File: src/rtl/reg_window_ctrl_if.sv
// rtl/reg_window_ctrl_if.sv - decode/register-file bus for the register-window unit
//
// Purpose: bundles the decode-side requests and the register-file-side
// address/move controls of reg_window_ctrl.
// Modports:
//   master - decode/test side: drives rel_*, *_wen_in, call, rtn, call_off,
//            fault_clr; observes everything else.
//   slave  - reg_window_ctrl: consumes the requests, drives addresses,
//            gated enables, window-move controls, FP, stack status, fault.
interface reg_window_ctrl_if;
  logic [2:0] rel_rd;
  logic [2:0] rel_rs;
  logic [2:0] rel_rm;
  logic       rd_wen_in;
  logic       rs_wen_in;
  logic       call;
  logic       rtn;
  logic [2:0] call_off;
  logic       fault_clr;

  logic [6:0] rd_addr;
  logic [6:0] rs_addr;
  logic [6:0] rm_addr;
  logic [2:0] actual_rd;
  logic [2:0] actual_rs;
  logic [2:0] actual_rm;
  logic       rd_wen;
  logic       rs_wen;
  logic [6:0] new_fp;
  logic       fp_move;
  logic       fp_push_up;
  logic [6:0] fp;
  logic       stk_empty;
  logic       stk_full;
  logic       fault;
  logic [1:0] fault_code;

  modport master (
    output rel_rd, rel_rs, rel_rm, rd_wen_in, rs_wen_in,
           call, rtn, call_off, fault_clr,
    input  rd_addr, rs_addr, rm_addr, actual_rd, actual_rs, actual_rm,
           rd_wen, rs_wen, new_fp, fp_move, fp_push_up, fp,
           stk_empty, stk_full, fault, fault_code
  );

  modport slave (
    input  rel_rd, rel_rs, rel_rm, rd_wen_in, rs_wen_in,
           call, rtn, call_off, fault_clr,
    output rd_addr, rs_addr, rm_addr, actual_rd, actual_rs, actual_rm,
           rd_wen, rs_wen, new_fp, fp_move, fp_push_up, fp,
           stk_empty, stk_full, fault, fault_code
  );
endinterface

File: src/rtl/reg_window_ctrl.sv
// rtl/reg_window_ctrl.sv - frame pointer and register-window address unit
//
// Purpose: holds the frame pointer for a 128-entry windowed register file,
// maps 3-bit window-relative register numbers to 7-bit absolute addresses,
// sequences CALL/RTN window moves with a return stack of call offsets, and
// flags illegal moves through a sticky fault.
// Ports:
//   i_clk    - clock, all state updates on the rising edge
//   i_rst_n  - asynchronous active-low reset
//   io_win   - reg_window_ctrl_if.slave: decode requests in; addresses,
//              gated write enables, New_FP/FP_move/FP_push_up, FP,
//              stack status and Fault/Fault_Code out
module reg_window_ctrl #(
  parameter int NREGS       = 128,
  parameter int WIN         = 8,
  parameter int STACK_DEPTH = 16
) (
  input  logic               i_clk,
  input  logic               i_rst_n,
  reg_window_ctrl_if.slave   io_win
);
  localparam int              PW       = $clog2(STACK_DEPTH);
  localparam int              CW       = $clog2(STACK_DEPTH + 1);
  localparam logic [7:0]      FP_MAX   = 8'(NREGS - WIN);
  localparam logic [CW-1:0]   CNT_FULL = CW'(STACK_DEPTH);

  logic [6:0]    r_fp;
  logic [CW-1:0] r_cnt;
  logic [2:0]    r_stk [STACK_DEPTH];
  logic          r_fault;
  logic [1:0]    r_fault_code;

  logic          w_empty;
  logic          w_full;
  logic [PW-1:0] w_top_idx;
  logic [2:0]    w_top;
  logic [7:0]    w_call_sum;
  logic          w_call_ok;
  logic          w_rtn_ok;
  logic          w_reject;
  logic [1:0]    w_code;
  logic [6:0]    w_new_fp;
  logic          w_move;
  logic          w_push_up;
  logic [2:0]    w_act_rs;
  logic          w_rd_wen;
  logic          w_rs_wen;

  assign w_empty    = (r_cnt == '0);
  assign w_full     = (r_cnt == CNT_FULL);
  assign w_top_idx  = PW'(r_cnt - CW'(1));
  assign w_top      = r_stk[w_top_idx];
  // One bit wider than FP so the range test sees the true sum.
  assign w_call_sum = {1'b0, r_fp} + {5'b0, io_win.call_off};

  assign w_call_ok = io_win.call & ~io_win.rtn & (io_win.call_off != 3'd0) &
                     (w_call_sum <= FP_MAX) & ~w_full;
  assign w_rtn_ok  = io_win.rtn & ~io_win.call & ~w_empty;
  assign w_reject  = (io_win.call | io_win.rtn) & ~w_call_ok & ~w_rtn_ok;

  // Cause priority: conflict, then offset/range, then full, then empty.
  always_comb begin
    w_code = 2'd3;
    if (io_win.call && io_win.rtn)
      w_code = 2'd3;
    else if (io_win.call && ((io_win.call_off == 3'd0) || (w_call_sum > FP_MAX)))
      w_code = 2'd1;
    else if (io_win.call)
      w_code = 2'd2;
  end

  always_comb begin
    w_new_fp  = r_fp;
    w_move    = 1'b0;
    w_push_up = 1'b0;
    w_act_rs  = io_win.rel_rs;
    w_rd_wen  = io_win.rd_wen_in;
    w_rs_wen  = io_win.rs_wen_in;
    if (w_call_ok) begin
      // Link write goes to the caller's window, so Rd stays enabled.
      w_new_fp = w_call_sum[6:0];
      w_move   = 1'b1;
      w_act_rs = io_win.call_off;
      w_rs_wen = 1'b0;
    end else if (w_rtn_ok) begin
      w_new_fp  = r_fp - {4'b0, w_top};
      w_move    = 1'b1;
      w_push_up = 1'b1;
      w_act_rs  = w_top;
      w_rd_wen  = 1'b0;
      w_rs_wen  = 1'b0;
    end else if (io_win.call || io_win.rtn) begin
      w_rd_wen = 1'b0;
      w_rs_wen = 1'b0;
    end
    // Keep the file quiet while reset is held.
    if (!i_rst_n) begin
      w_new_fp = 7'd0;
      w_move   = 1'b0;
      w_rd_wen = 1'b0;
      w_rs_wen = 1'b0;
    end
  end

  always_ff @(posedge i_clk or negedge i_rst_n) begin
    if (!i_rst_n) begin
      r_fp  <= 7'd0;
      r_cnt <= '0;
    end else if (w_call_ok) begin
      r_fp  <= w_new_fp;
      r_cnt <= r_cnt + CW'(1);
    end else if (w_rtn_ok) begin
      r_fp  <= w_new_fp;
      r_cnt <= r_cnt - CW'(1);
    end
  end

  // Stack contents need no reset: the count alone defines validity.
  always_ff @(posedge i_clk) begin
    if (w_call_ok)
      r_stk[r_cnt[PW-1:0]] <= io_win.call_off;
  end

  always_ff @(posedge i_clk or negedge i_rst_n) begin
    if (!i_rst_n) begin
      r_fault      <= 1'b0;
      r_fault_code <= 2'd0;
    end else if (w_reject) begin
      r_fault <= 1'b1;
      // First cause is kept; a same-cycle clear lets the new cause in.
      if (!r_fault || io_win.fault_clr)
        r_fault_code <= w_code;
    end else if (io_win.fault_clr) begin
      r_fault      <= 1'b0;
      r_fault_code <= 2'd0;
    end
  end

  assign io_win.rd_addr    = r_fp + {4'b0, io_win.rel_rd};
  assign io_win.rs_addr    = r_fp + {4'b0, io_win.rel_rs};
  assign io_win.rm_addr    = r_fp + {4'b0, io_win.rel_rm};
  assign io_win.actual_rd  = io_win.rel_rd;
  assign io_win.actual_rs  = w_act_rs;
  assign io_win.actual_rm  = io_win.rel_rm;
  assign io_win.rd_wen     = w_rd_wen;
  assign io_win.rs_wen     = w_rs_wen;
  assign io_win.new_fp     = w_new_fp;
  assign io_win.fp_move    = w_move;
  assign io_win.fp_push_up = w_push_up;
  assign io_win.fp         = r_fp;
  assign io_win.stk_empty  = w_empty;
  assign io_win.stk_full   = w_full;
  assign io_win.fault      = r_fault;
  assign io_win.fault_code = r_fault_code;
endmodule

File: src/flat_wrapper.sv
// flat-port wrapper written by rule: the top's interface ports become plain ports
module reg_window_ctrl_flat 
#(
  parameter int NREGS       = 128,
  parameter int WIN         = 8,
  parameter int STACK_DEPTH = 16
)
  (i_clk, i_rst_n, io_win_rel_rd, io_win_rel_rs, io_win_rel_rm, io_win_rd_wen_in, io_win_rs_wen_in, io_win_call, io_win_rtn, io_win_call_off, io_win_fault_clr, io_win_rd_addr, io_win_rs_addr, io_win_rm_addr, io_win_actual_rd, io_win_actual_rs, io_win_actual_rm, io_win_rd_wen, io_win_rs_wen, io_win_new_fp, io_win_fp_move, io_win_fp_push_up, io_win_fp, io_win_stk_empty, io_win_stk_full, io_win_fault, io_win_fault_code);
  reg_window_ctrl_if io_win_i ();
  input  logic i_clk;
  input  logic i_rst_n;
  input wire logic [$bits(io_win_i.rel_rd)-1:0] io_win_rel_rd;
  input wire logic [$bits(io_win_i.rel_rs)-1:0] io_win_rel_rs;
  input wire logic [$bits(io_win_i.rel_rm)-1:0] io_win_rel_rm;
  input wire logic [$bits(io_win_i.rd_wen_in)-1:0] io_win_rd_wen_in;
  input wire logic [$bits(io_win_i.rs_wen_in)-1:0] io_win_rs_wen_in;
  input wire logic [$bits(io_win_i.call)-1:0] io_win_call;
  input wire logic [$bits(io_win_i.rtn)-1:0] io_win_rtn;
  input wire logic [$bits(io_win_i.call_off)-1:0] io_win_call_off;
  input wire logic [$bits(io_win_i.fault_clr)-1:0] io_win_fault_clr;
  output wire logic [$bits(io_win_i.rd_addr)-1:0] io_win_rd_addr;
  output wire logic [$bits(io_win_i.rs_addr)-1:0] io_win_rs_addr;
  output wire logic [$bits(io_win_i.rm_addr)-1:0] io_win_rm_addr;
  output wire logic [$bits(io_win_i.actual_rd)-1:0] io_win_actual_rd;
  output wire logic [$bits(io_win_i.actual_rs)-1:0] io_win_actual_rs;
  output wire logic [$bits(io_win_i.actual_rm)-1:0] io_win_actual_rm;
  output wire logic [$bits(io_win_i.rd_wen)-1:0] io_win_rd_wen;
  output wire logic [$bits(io_win_i.rs_wen)-1:0] io_win_rs_wen;
  output wire logic [$bits(io_win_i.new_fp)-1:0] io_win_new_fp;
  output wire logic [$bits(io_win_i.fp_move)-1:0] io_win_fp_move;
  output wire logic [$bits(io_win_i.fp_push_up)-1:0] io_win_fp_push_up;
  output wire logic [$bits(io_win_i.fp)-1:0] io_win_fp;
  output wire logic [$bits(io_win_i.stk_empty)-1:0] io_win_stk_empty;
  output wire logic [$bits(io_win_i.stk_full)-1:0] io_win_stk_full;
  output wire logic [$bits(io_win_i.fault)-1:0] io_win_fault;
  output wire logic [$bits(io_win_i.fault_code)-1:0] io_win_fault_code;
  assign io_win_i.rel_rd = io_win_rel_rd;
  assign io_win_i.rel_rs = io_win_rel_rs;
  assign io_win_i.rel_rm = io_win_rel_rm;
  assign io_win_i.rd_wen_in = io_win_rd_wen_in;
  assign io_win_i.rs_wen_in = io_win_rs_wen_in;
  assign io_win_i.call = io_win_call;
  assign io_win_i.rtn = io_win_rtn;
  assign io_win_i.call_off = io_win_call_off;
  assign io_win_i.fault_clr = io_win_fault_clr;
  assign io_win_rd_addr = io_win_i.rd_addr;
  assign io_win_rs_addr = io_win_i.rs_addr;
  assign io_win_rm_addr = io_win_i.rm_addr;
  assign io_win_actual_rd = io_win_i.actual_rd;
  assign io_win_actual_rs = io_win_i.actual_rs;
  assign io_win_actual_rm = io_win_i.actual_rm;
  assign io_win_rd_wen = io_win_i.rd_wen;
  assign io_win_rs_wen = io_win_i.rs_wen;
  assign io_win_new_fp = io_win_i.new_fp;
  assign io_win_fp_move = io_win_i.fp_move;
  assign io_win_fp_push_up = io_win_i.fp_push_up;
  assign io_win_fp = io_win_i.fp;
  assign io_win_stk_empty = io_win_i.stk_empty;
  assign io_win_stk_full = io_win_i.stk_full;
  assign io_win_fault = io_win_i.fault;
  assign io_win_fault_code = io_win_i.fault_code;
  reg_window_ctrl #(.NREGS(NREGS), .WIN(WIN), .STACK_DEPTH(STACK_DEPTH)) u_core (.i_clk(i_clk), .i_rst_n(i_rst_n), .io_win(io_win_i));
endmodule
File: config.mk
export PLATFORM = sky130hd
export DESIGN_NAME = reg_window_ctrl_flat
export DESIGN_NICKNAME = d
export VERILOG_FILES = /design/src/rtl/reg_window_ctrl_if.sv /design/src/rtl/reg_window_ctrl.sv /design/src/flat_wrapper.sv
export SDC_FILE = /design/constraint.sdc
export NUM_CORES = 1
export LEC_CHECK = 0
export BUFFER_PORTS_ARGS = -buffer_cell sky130_fd_sc_hd__buf_4
export CAP_MARGIN = 15
export CORE_UTILIZATION = 40
export CTS_CLUSTER_SIZE = 40
export DETAILED_ROUTE_END_ITERATION = 10
export GPL_TIMING_DRIVEN = 0
export HOLD_SLACK_MARGIN = 0.06
export PLACE_DENSITY = 0.67
export RECOVER_POWER = 25
export SLEW_MARGIN = 20
export SYNTH_ARGS = -nofsm -noshare
export SYNTH_HDL_FRONTEND = slang
export SYNTH_SLANG_ARGS = --single-unit
File: constraint.sdc
create_clock -name i_clk -period 5.4 [get_ports i_clk]
set_clock_uncertainty 0.05 [all_clocks]
set_input_delay 0.54 -clock i_clk [delete_from_list [all_inputs] [get_ports i_clk]]
set_output_delay 0.54 -clock i_clk [all_outputs]
set_load 0.02 [all_outputs]
==> results of run 1 <==
critical path, delay by kind of cell, from the launching register on:
kind | cells | cell delay (ns)
xor gates and xnor gates | 2 | 0.36
DFF | 1 | 0.49
muxes | 1 | 0.50
AOI/OAI and AO/OA | 3 | 0.86
adders and majority gates | 2 | 0.69
and+or+nand+nor | 4 | 0.40
buffers and inverters | 4 | 0.71
flip-flops by register name (all words and copies together) (netlist names):
signal	flops
u_core.r_stk	48
u_core.io_win.fp	7
u_core.r_cnt	5
u_core.io_win.fault_code	2
u_core.io_win.fault	1
stage by stage:
step | power (mW) | setup WS [ns] | std cells | hold slack (ns)
after global routing | 3.06 | 0.114 | 558 | 0.339
after global placement | 2.39 | 0.506 | 537 | 0.377
after floorplan | 1.86 | 1.17 | 337 | 0.194
after detailed placement | 2.42 | 0.452 | 537 | 0.383
after CTS | 2.82 | 0.0738 | 554 | 0.325
final | 2.87 | 0.453 | 558 | 0.327
cells in the mapped netlist, drive strengths merged, types with 3 or more instances:
master,n
nor3,4
a21o,4
buf,17
nor4,3
nor4b,4
mux4,12
a21oi,12
o21ai,21
edfxtp,48
nand2,20
o311ai,3
xor2,7
nand3,5
nor2,18
inv,24
a31oi,3
and3,8
ha,19
fa,5
nor2b,7
xnor2,21
nor3b,5
a22oi,5
dfrtp,15
and2,3
clkbuf,6
power groups by stage:
| stage | Clock, mW | Sequential, mW | Combinational, mW |
|---|---|---|---|
| after global placement | 0 | 0.681 | 1.71 |
| after global routing | 0.421 | 0.685 | 1.96 |
| final | 0.401 | 0.675 | 1.80 |
| after floorplan | 0 | 0.692 | 1.17 |
| after CTS | 0.403 | 0.675 | 1.74 |
| after detailed placement | 0 | 0.685 | 1.74 |
area by class of cell:
cell class	instances	area, sq um	area share, %
buffer	23	131	2.69
inverter	24	92.6	1.89
tap	129	161	3.30
clock inverter	6	61.3	1.25
timing repair buffer	76	574	11.7
multi-input combinational	227	1930	39.4
clock buffer	10	128	2.61
sequential	63	1820	37.2
routing by layer:
layer  track usage (%)  up-vias  share of wire, %
met5                 0        -                 0
met4              7.13        0               1.5
met3              3.80       11               5.4
met2              31.8      102                48
met1              27.4     1442                45
li1                  -     1426                 -
how the worst max path moves through the flow:
stage	startpoint	slack (ns)	to	cells past startpoint
4_1_cts	u_core.r_cnt[0]$_DFFE_PN0P_	0.07	io_win_new_fp[3]	15
3_5_place_dp	u_core.r_cnt[0]$_DFFE_PN0P_	0.45	io_win_new_fp[3]	15
6_report	u_core.r_cnt[0]$_DFFE_PN0P_	0.45	io_win_new_fp[3]	16
5_1_grt	u_core.r_cnt[0]$_DFFE_PN0P_	0.11	io_win_new_fp[3]	16
2_1_floorplan	u_core.r_cnt[0]$_DFFE_PN0P_	1.17	io_win_new_fp[3]	14
3_3_place_gp	u_core.r_cnt[0]$_DFFE_PN0P_	0.51	io_win_new_fp[3]	15
what timing repair did:
item,in CTS,in global routing
resized for setup,0,4
setup buffers,0,4
hold buffers,1,0
setup endpoints to repair,0,3
hold endpoints to repair,15,0
cell families after synthesis:
kind of cell | after synthesis | synth area share, %
adders and majority gates | 24 | 8.53
and+or+nand+nor | 88 | 12.4
buffers and inverters | 47 | 5.62
DFF | 63 | 45.8
AOI/OAI and AO/OA | 72 | 13.0
muxes | 15 | 7.93
xor gates and xnor gates | 28 | 6.66
==> summary.md, run 1 <==
| Metric | Value |
|---|---|
| Hold endpoint | `u_core.io_win.fault$_DFFE_PN0P_` |
| Hold_sp | `io_win_fault_clr` |
| Dpl hpwl | `7.11 mm` |
| DRC Markers | `0` |
| TritonCTS Buffers | `9` |
| CTS root buf | `clkbuf_8` |
| R2R cell count | `17` |
| Cell row count | `35` |
| Filler Cell Count | `between 800 and 900` |
| Peak supply drop | `0.222 mV` |
| Leakage | `around 2 nW` |
| HP Class | `in -> reg` |
| Mean Syn Cell Area | `11.8 sq um` |
| Crit start category | `flip-flop` |
| Main synth FF type | `edfxtp_1` |
| Largest cells by area after synthesis | `edfxtp_1 36%, dfrtp_1 9.5%, ha_1 6.0%` |
| Die W | `between 100 and 150 um` |
| Worst-Skew Late Latency | `0.35 ns` |
| Post-synthesis instance total | `roughly 340` |
| Vias | `2981` |
| Die Y-Extent | `102 um` |
| CP Cell Sequence | `buf_4 -> inv_1 -> ha_2 -> xor2_4 -> buf_12 -> mux4_2 -> nand2_1 -> nand3_1 -> o21ai_0 -> ha_1 -> nor2b_1 -> o21ai_0 -> nand3b_2 -> xor2_1 -> a221oi_2 -> buf_4` |
| Clock group share of total power | `14.0%` |
| Hold path cells | `2` |
| DP Area | `4660 sq um` |
| Initial Util | `42.1%` |
| Share of layout cells above drive strength 1 | `29.4%` |
| Ys async rst share | `23.8%` |
| R2r setup slk | `1.35 ns` |
| Comb power frac | `62.6%` |
| Share of the synthesized area in the top cell type | `36.4%` |
| Final setup fails | `0` |
| Htree depth | `3` |
| GRT overflow | `0` |
| Relative slew slack | `roughly a third` |
| DR pass1 iterations | `6` |
| Post-DRT Antenna Nets | `0` |
| Port Buffers | `71` |
| Drt wl/cell | `17.4 um` |
| Core area | `around 9400 sq um` |
| CTS tree | `yes` |
| Initial antenna violation count | `0` |
| DR iter-0 viols | `about 280` |
| Reg2reg start | `u_core.r_cnt[0]$_DFFE_PN0P_` |
| Post-synthesis instance area | `slightly below 4000 sq um` |
| Ports | `72` |
| Slowest cell on crit path | `mux4_2` |
| MaxCap Viol Count | `0` |
| Drt via density | `5.34` |
| Max Buffers Root-to-Sink | `2` |
| Final Core Density | `52.0%` |
| Sequential-to-total area share from yosys stat | `a little under half` |
| P_int | `1.61 mW` |
| Unrepaired setup endpoints after global routing | `no` |
| Net Sw Power | `1.27 mW` |
| Count of different cell masters after synthesis | `65` |
| Global placer's final weighted congestion | `between 0.8 and 0.9` |
| Outcome | `completed` |
| FMAX | `about 0.20 GHz` |
| Final Hold Vio Count | `0` |
| Critical path arrival | `4.36 ns` |
| CP Class | `reg -> out` |
| Design Area, Final | `between 4000 and 5000 sq um` |
| Post-Route WL | `9.71 mm` |
| Die ar. | `10300 sq um` |
| Antenna fix cells | `0` |
| First-pass GRT wire length | `between 15 and 20 mm` |
| Area grow syn2layout | `23.5%` |
| Part of the power in registers | `about a quarter` |
| #FFs+latches synth | `63` |
| Worst endpoint required time | `4.81 ns` |
| Syn_nets | `380` |
| Clk slew on worst S/H paths | `around 0.07 ns` |
| Number of global-route vias before repair | `2923` |
| Crit Path Max Fanout | `10` |
| Largest net degree at the start of global routing | `21` |
| Most frequent cells in the layout | `79 x buf_4, 48 x edfxtp_1, 23 x inv_1, 21 x xnor2_1, 20 x nand2_1` |
| Nets | `about 470` |
| Cell taking the most area after synthesis | `edfxtp_1` |
| Slew Viols, Final | `0` |
| Pwr Density | `588 nW/um^2` |
| Min Tclk post-route | `4.95 ns` |
| Commonest non-fill, non-tap cell in the layout | `buf_4` |
| CTS sink count | `63` |
| Total global-route track usage | `20.0%` |
| Worst r2r dst | `u_core.io_win.fp[4]$_DFFE_PN0P_` |
| Period utilization | `91.6%` |
| Slowest cell delay on critical path | `0.50 ns` |
| Post-synth EDFFs | `between 40 and 50` |
| Tightest Pin Transition | `around 1 ns` |
| Sw frac | `roughly 44%` |
| CP Capture Type | `primary output` |
| Setup total negative slack | `0 ns` |
| Ys Warns | `0` |
No activity file was read; power rests on OpenSTA's default activity.
==> run 2: changes to the inputs <==
- CORE_UTILIZATION: 40 -> 56
- PLACE_DENSITY: 0.67 -> 0.92
- REMOVE_ABC_BUFFERS: unset -> 1
==> summary.md, run 2 (synthesis gave the netlist of run 1 again) <==
| Metric | Value |
|---|---|
| Total global-route track usage | `26.9%` |
| Period utilization | `95.6%` |
| Final setup fails | `0` |
| Clk slew on worst S/H paths | `0.07 ns` |
| Antenna fix cells | `0` |
| Final Hold Vio Count | `0` |
| Core area | `just under 7000 sq um` |
| CTS sink count | `63` |
| CP startpoint | `u_core.r_cnt[0]$_DFFE_PN0P_` |
| Setup total negative slack | `0 ns` |
| DR iter-0 viols | `306` |
| R2r setup slk | `about 1.2 ns` |
| Port Buffers | `71` |
| Area grow syn2layout | `18.8%` |
| Drt via density | `roughly 6.2` |
| Commonest non-fill, non-tap cell in the layout | `buf_4` |
| Critical path arrival | `~4.6 ns` |
| Max Buffers Root-to-Sink | `2` |
| Relative slew slack | `37.2%` |
| Last element of the critical path | `io_win_new_fp[3]` |
| Die Y-Extent | `approximately 86 um` |
| FMAX | `slightly below 0.2 GHz` |
| First-pass GRT wire length | `14.9 mm` |
| Htree depth | `3` |
| Min Tclk post-route | `5.16 ns` |
| Post-DRT Antenna Nets | `0` |
| Crit start category | `flip-flop` |
| Peak supply drop | `about 0.53 mV` |
| Crit path depth | `12` |
| Slew Viols, Final | `0` |
| Crit Path Max Fanout | `15` |
| DP Area | `4490 sq um` |
| Global placer's final weighted congestion | `0.843` |
| Drt wl/cell | `19.0 um` |
| Tightest Pin Transition | `0.942 ns` |
| Setup ws final | `0.237 ns` |
| MaxCap Viol Count | `0` |
| CP Class | `reg -> out` |
| CP delay by family, top | `compound AO/OA/AOI/OAI gates` |
| Design Area, Final | `4710 sq um` |
| GRT overflow | `0` |
| HP Class | `in -> reg` |
| CP Cell Sequence | `inv_1 -> ha_2 -> mux4_2 -> mux2_2 -> o21ai_0 -> ha_1 -> nor2b_1 -> o21ai_0 -> nand3b_2 -> xor2_1 -> a221oi_2 -> buf_4` |
| Vias | `between 3k and 4k` |
| CP Capture Type | `primary output` |
| Worst-Skew Late Latency | `between 0.3 and 0.4 ns` |
| Nets | `440` |
| Dpl hpwl | `6.65 mm` |
| Outcome | `completed` |
| Initial Util | `between 50 and 60%` |
| Unrepaired setup endpoints after global routing | `no` |
| Setup WS pre-CTS | `0.217 ns` |
| Final Total Pwr | `2.85 mW` |
| TritonCTS Buffers | `9` |
| Worst endpoint required time | `4.81 ns` |
| Largest net degree at the start of global routing | `28` |
| Slowest cell delay on critical path | `approximately 0.61 ns` |
| R2R cell count | `12` |
| Slowest cell on crit path | `dfrtp_2` |
| Leakage | `roughly 1.9 nW` |
| Share of layout cells above drive strength 1 | `between 20% and 30%` |
| Crit-path most repeated cell | `o21ai_0` |
| CTS tree | `yes` |
| Cell row count | `30` |
| CTS root buf | `clkbuf_8` |
| DR pass1 iterations | `5` |
| Ports | `72` |
| Initial antenna violation count | `0` |
| DRC Markers | `0` |
| Die W | `86.1 um` |
| Largest register FFs | `48` |
| Pwr Density | `606 nW/um^2` |
| Number of global-route vias before repair | `3013` |
| Die ar. | `7420 sq um` |
| Reg2reg start | `u_core.r_cnt[0]$_DFFE_PN0P_` |
| Hold_sp | `io_win_fault_clr` |
| Worst r2r dst | `u_core.io_win.fp[3]$_DFFE_PN0P_` |
| Post-Route WL | `9.45 mm` |
| CP Buf/Inv Count | `2` |
| Most frequent cells in the layout | `68 x buf_4, 48 x edfxtp_1, 23 x inv_1, 21 x xnor2_1, 20 x nand2_1` |
[run 2: changes by cell type in the layout (fill, tap and decap cells not counted), sizes merged]
cell,change
buf,-21
clkbuf,-7
clkinv,-2
bufinv,+1
clkinvlp,+1
inv,+1
[run 2: what timing repair did]
action / in CTS / in global routing
hold endpoints to repair: 15 / 0
hold buffers: 1 / 0
setup buffers: 0 / 0
resized for setup: 1 / 1
endpoints found under the setup margin: 2 / 3
[run 2: worst register-to-register path: cells and delay by family (launching register included)]
| kind | cells | cell delay [ns] |
|---|---|---|
| buf+inv | 1 | 0.20 |
| mux | 2 | 0.66 |
| fa+ha+maj | 2 | 0.95 |
| simple gates | 2 | 0.25 |
| flops | 1 | 0.61 |
| compound gates | 4 | 1.30 |
| xor+xnor | 1 | 0.17 |
[run 2: how the worst min path moves through the flow]
stage / endpoint / slack (ns) / cells after the start
2_1_floorplan: u_core.io_win.fault$_DFFE_PN0P_ / 0.19 / 0
3_3_place_gp: u_core.io_win.fault_code[1]$_DFFE_PN0P_ / 0.40 / 1
5_1_grt: u_core.io_win.fault$_DFFE_PN0P_ / 0.34 / 2
3_5_place_dp: u_core.io_win.fault_code[0]$_DFFE_PN0P_ / 0.40 / 1
6_report: u_core.io_win.fault$_DFFE_PN0P_ / 0.34 / 2
4_1_cts: u_core.io_win.fault$_DFFE_PN0P_ / 0.33 / 2
[run 2: power breakdown]
part / internal (mW) / switching (mW) / total (mW)
Sequential: 0.584 / 0.186 / 0.769
Combinational: 0.736 / 0.893 / 1.63
Clock: 0.260 / 0.193 / 0.454
[run 2: through the flow]
stage,hold WS (ns),cells,utilization [%]
finish,0.344,498,68.9
global route,0.345,498,68.9
CTS,0.329,498,69.1
detailed placement,0.402,481,65.7
global placement,0.399,481,65.7
floorplan,0.194,314,-
[run 2: area by class of cell]
type,instances,area [sq um]
fill,488,2120
multi-input combinational,227,1930
sequential,63,1820
timing repair buffer,72,532
clock buffer,9,124
tap,96,120
clock inverter,7,96.3
inverter,24,92.6
[run 2: routing by layer]
metal	share of wire [%]	vias to the layer above	track usage [%]
met4	2.1	0	12.1
met2	50	153	43.7
met3	6.7	23	4.52
li1	-	1376	-
met1	42	1523	35.6
met5	0	-	0
==> run 3: changes to the inputs <==
- RECOVER_POWER: 25 -> 50
==> summary.md, run 3 (synthesis gave the netlist of run 1 again) <==
| Metric | Value |
|---|---|
| Outcome | `completed` |
| Initial antenna violation count | `0` |
| CTS tree | `yes` |
| DRC Markers | `0` |
| CP delay by family, top | `compound AO/OA/AOI/OAI gates` |
| Dpl hpwl | `approximately 6.6 mm` |
| Share of layout cells above drive strength 1 | `20.1%` |
| Cell row count | `30` |
| Setup WS pre-CTS | `0.217 ns` |
| Clk slew on worst S/H paths | `0.07 ns` |
| Largest register FFs | `48` |
| Antenna fix cells | `0` |
| Period utilization | `between 90% and 100%` |
| Pwr Density | `605 nW/um^2` |
| Vias | `3060` |
| DR pass1 iterations | `5` |
| TritonCTS Buffers | `9` |
| Post-Route WL | `~9.4 mm` |
| Total global-route track usage | `a little over a quarter` |
| Die ar. | `7420 sq um` |
| Drt via density | `6.14` |
| Filler Cell Count | `519` |
| CP Buf/Inv Count | `2` |
| First-pass GRT wire length | `14.9 mm` |
| Worst-Skew Late Latency | `0.35 ns` |
| MaxCap Viol Count | `0` |
| Htree depth | `3` |
| Slowest cell delay on critical path | `0.56 ns` |
| CTS sink count | `63` |
| Global placer's final weighted congestion | `0.843` |
| Tightest Pin Transition | `between 1 and 1.5 ns` |
| Max Buffers Root-to-Sink | `2` |
| Nets | `440` |
| Setup Fix Bufs, Post-CTS | `0` |
| CP Class | `reg -> out` |
| Commonest non-fill, non-tap cell in the layout | `edfxtp_1` |
| Core area | `6830 sq um` |
| Worst endpoint required time | `approximately 4.8 ns` |
| CP Capture Type | `primary output` |
| CTS root buf | `clkbuf_8` |
| Final Hold Vio Count | `0` |
| Slew Viols, Final | `0` |
| FF/Latch Area | `between 1500 and 2000 sq um` |
| Area grow syn2layout | `16.4%` |
| Ports | `72` |
| Final setup fails | `0` |
| Port Buffers | `71` |
| Critical path arrival | `4.51 ns` |
| Die W | `86.1 um` |
| Most frequent cells in the layout | `48 x edfxtp_1, 42 x buf_4, 29 x clkbuf_1, 23 x inv_1, 21 x xnor2_1` |
| FMAX | `0.196 GHz` |
| Drt wl/cell | `18.9 um` |
| Number of global-route vias before repair | `3013` |
| Setup ws final | `0.299 ns` |
| Crit Path Max Fanout | `15` |
| Unrepaired setup endpoints after global routing | `no` |
| DP Area | `4490 sq um` |
| Die Y-Extent | `~86 um` |
| CP Cell Sequence | `inv_1 -> ha_2 -> xor2_4 -> mux4_2 -> nand2_1 -> nand3_1 -> o21ai_0 -> ha_1 -> nor2b_1 -> o21ai_0 -> nand3b_2 -> xor2_1 -> a221oi_2 -> buf_4` |
| Min Tclk post-route | `between 5 and 6 ns` |
| Leakage | `1.79 nW` |
| Design Area, Final | `about 4600 sq um` |
| Multi-input logic area | `1930 sq um` |
| Largest net degree at the start of global routing | `28` |
| Slowest cell on crit path | `mux4_2` |
| Peak supply drop | `between 0.4 and 0.5 mV` |
| Initial Util | `58.0%` |
| DR iter-0 viols | `308` |
| Post-DRT Antenna Nets | `0` |
| Crit-path most repeated cell | `o21ai_0` |
| GRT overflow | `0` |
| Crit start category | `flip-flop` |
| Relative slew slack | `10.8%` |
| Setup total negative slack | `0 ns` |
| HP Class | `in -> reg` |
| Final Core Density | `67.5%` |
==> run 3: changes by cell type in the layout (fill, tap and decap cells not counted), sizes merged <==
cell | before | now
buf | 68 | 42
clkbuf | 12 | 38
==> run 3: worst reg2reg max path, stage by stage (launching register included) <==
cell and delay (ns):
dfrtp_1 0.58, inv_1 0.27, fa_1 0.55, xnor2_1 0.19
o311ai_0 0.50, a211o_1 0.27, and2_1 0.73, nand2_1 0.26
nor3b_1 0.53
==> run 3: repair_timing <==
| action | 4_1_cts | 5_1_grt |
|---|---|---|
| setup endpoints to repair | 2 | 3 |
| hold buffers | 1 | 0 |
| resized for setup | 1 | 1 |
| endpoints found under the hold margin | 15 | 0 |
==> run 3: power by group <==
part / internal, mW / total, mW / switching [mW]
logic: 0.677 / 1.57 / 0.891
clock network: 0.260 / 0.454 / 0.193
registers: 0.584 / 0.767 / 0.183
==> run 3: stage by stage <==
stage,instances,hold slack (ns),total power [mW]
2_1_floorplan,314,0.194,1.82
3_3_place_gp,481,0.399,2.31
3_5_place_dp,481,0.402,2.38
4_1_cts,498,0.329,2.84
5_1_grt,498,0.345,2.94
6_report,498,0.341,2.79
==> run 3: final timing paths <==
| check | to | depth (start not counted) | from | slack (ns) |
|---|---|---|---|---|
| hold reg to reg | u_core.io_win.fault_code[1]$_DFFE_PN0P_ | 1 | u_core.io_win.fault_code[1]$_DFFE_PN0P_ | 0.45 |
| min in group asynchronous | u_core.io_win.fault_code[1]$_DFFE_PN0P_ | 2 | i_rst_n | 0.98 |
| max in group asynchronous | u_core.r_cnt[0]$_DFFE_PN0P_ | 2 | i_rst_n | 3.44 |
| setup / recovery | io_win_new_fp[3] | 14 | u_core.r_cnt[0]$_DFFE_PN0P_ | 0.30 |
| setup reg to reg | u_core.r_stk[5][0]$_DFFE_PP_ | 8 | u_core.io_win.fp[1]$_DFFE_PN0P_ | 1.12 |
| hold / removal | u_core.io_win.fault$_DFFE_PN0P_ | 2 | io_win_fault_clr | 0.34 |
==> run 3: layout make-up <==
class | instances | share of cell area [%]
multi-input cells | 227 | 41.8
repair buffers | 72 | 9.42
well taps | 96 | 2.61
clock buffers | 9 | 2.69
clock inverters | 7 | 2.09
inverters | 24 | 2.01
flip-flops and latches | 63 | 39.4
==> run 3: routing by layer <==
| layer | routed length (um) | track usage [%] | vias to the layer above |
|---|---|---|---|
| met5 | 0 | 0 | - |
| met4 | 180 | 12.1 | 0 |
| met3 | 525 | 4.52 | 23 |
| met2 | 4660 | 43.7 | 141 |
| met1 | 4050 | 35.6 | 1523 |
| li1 | - | - | 1373 |
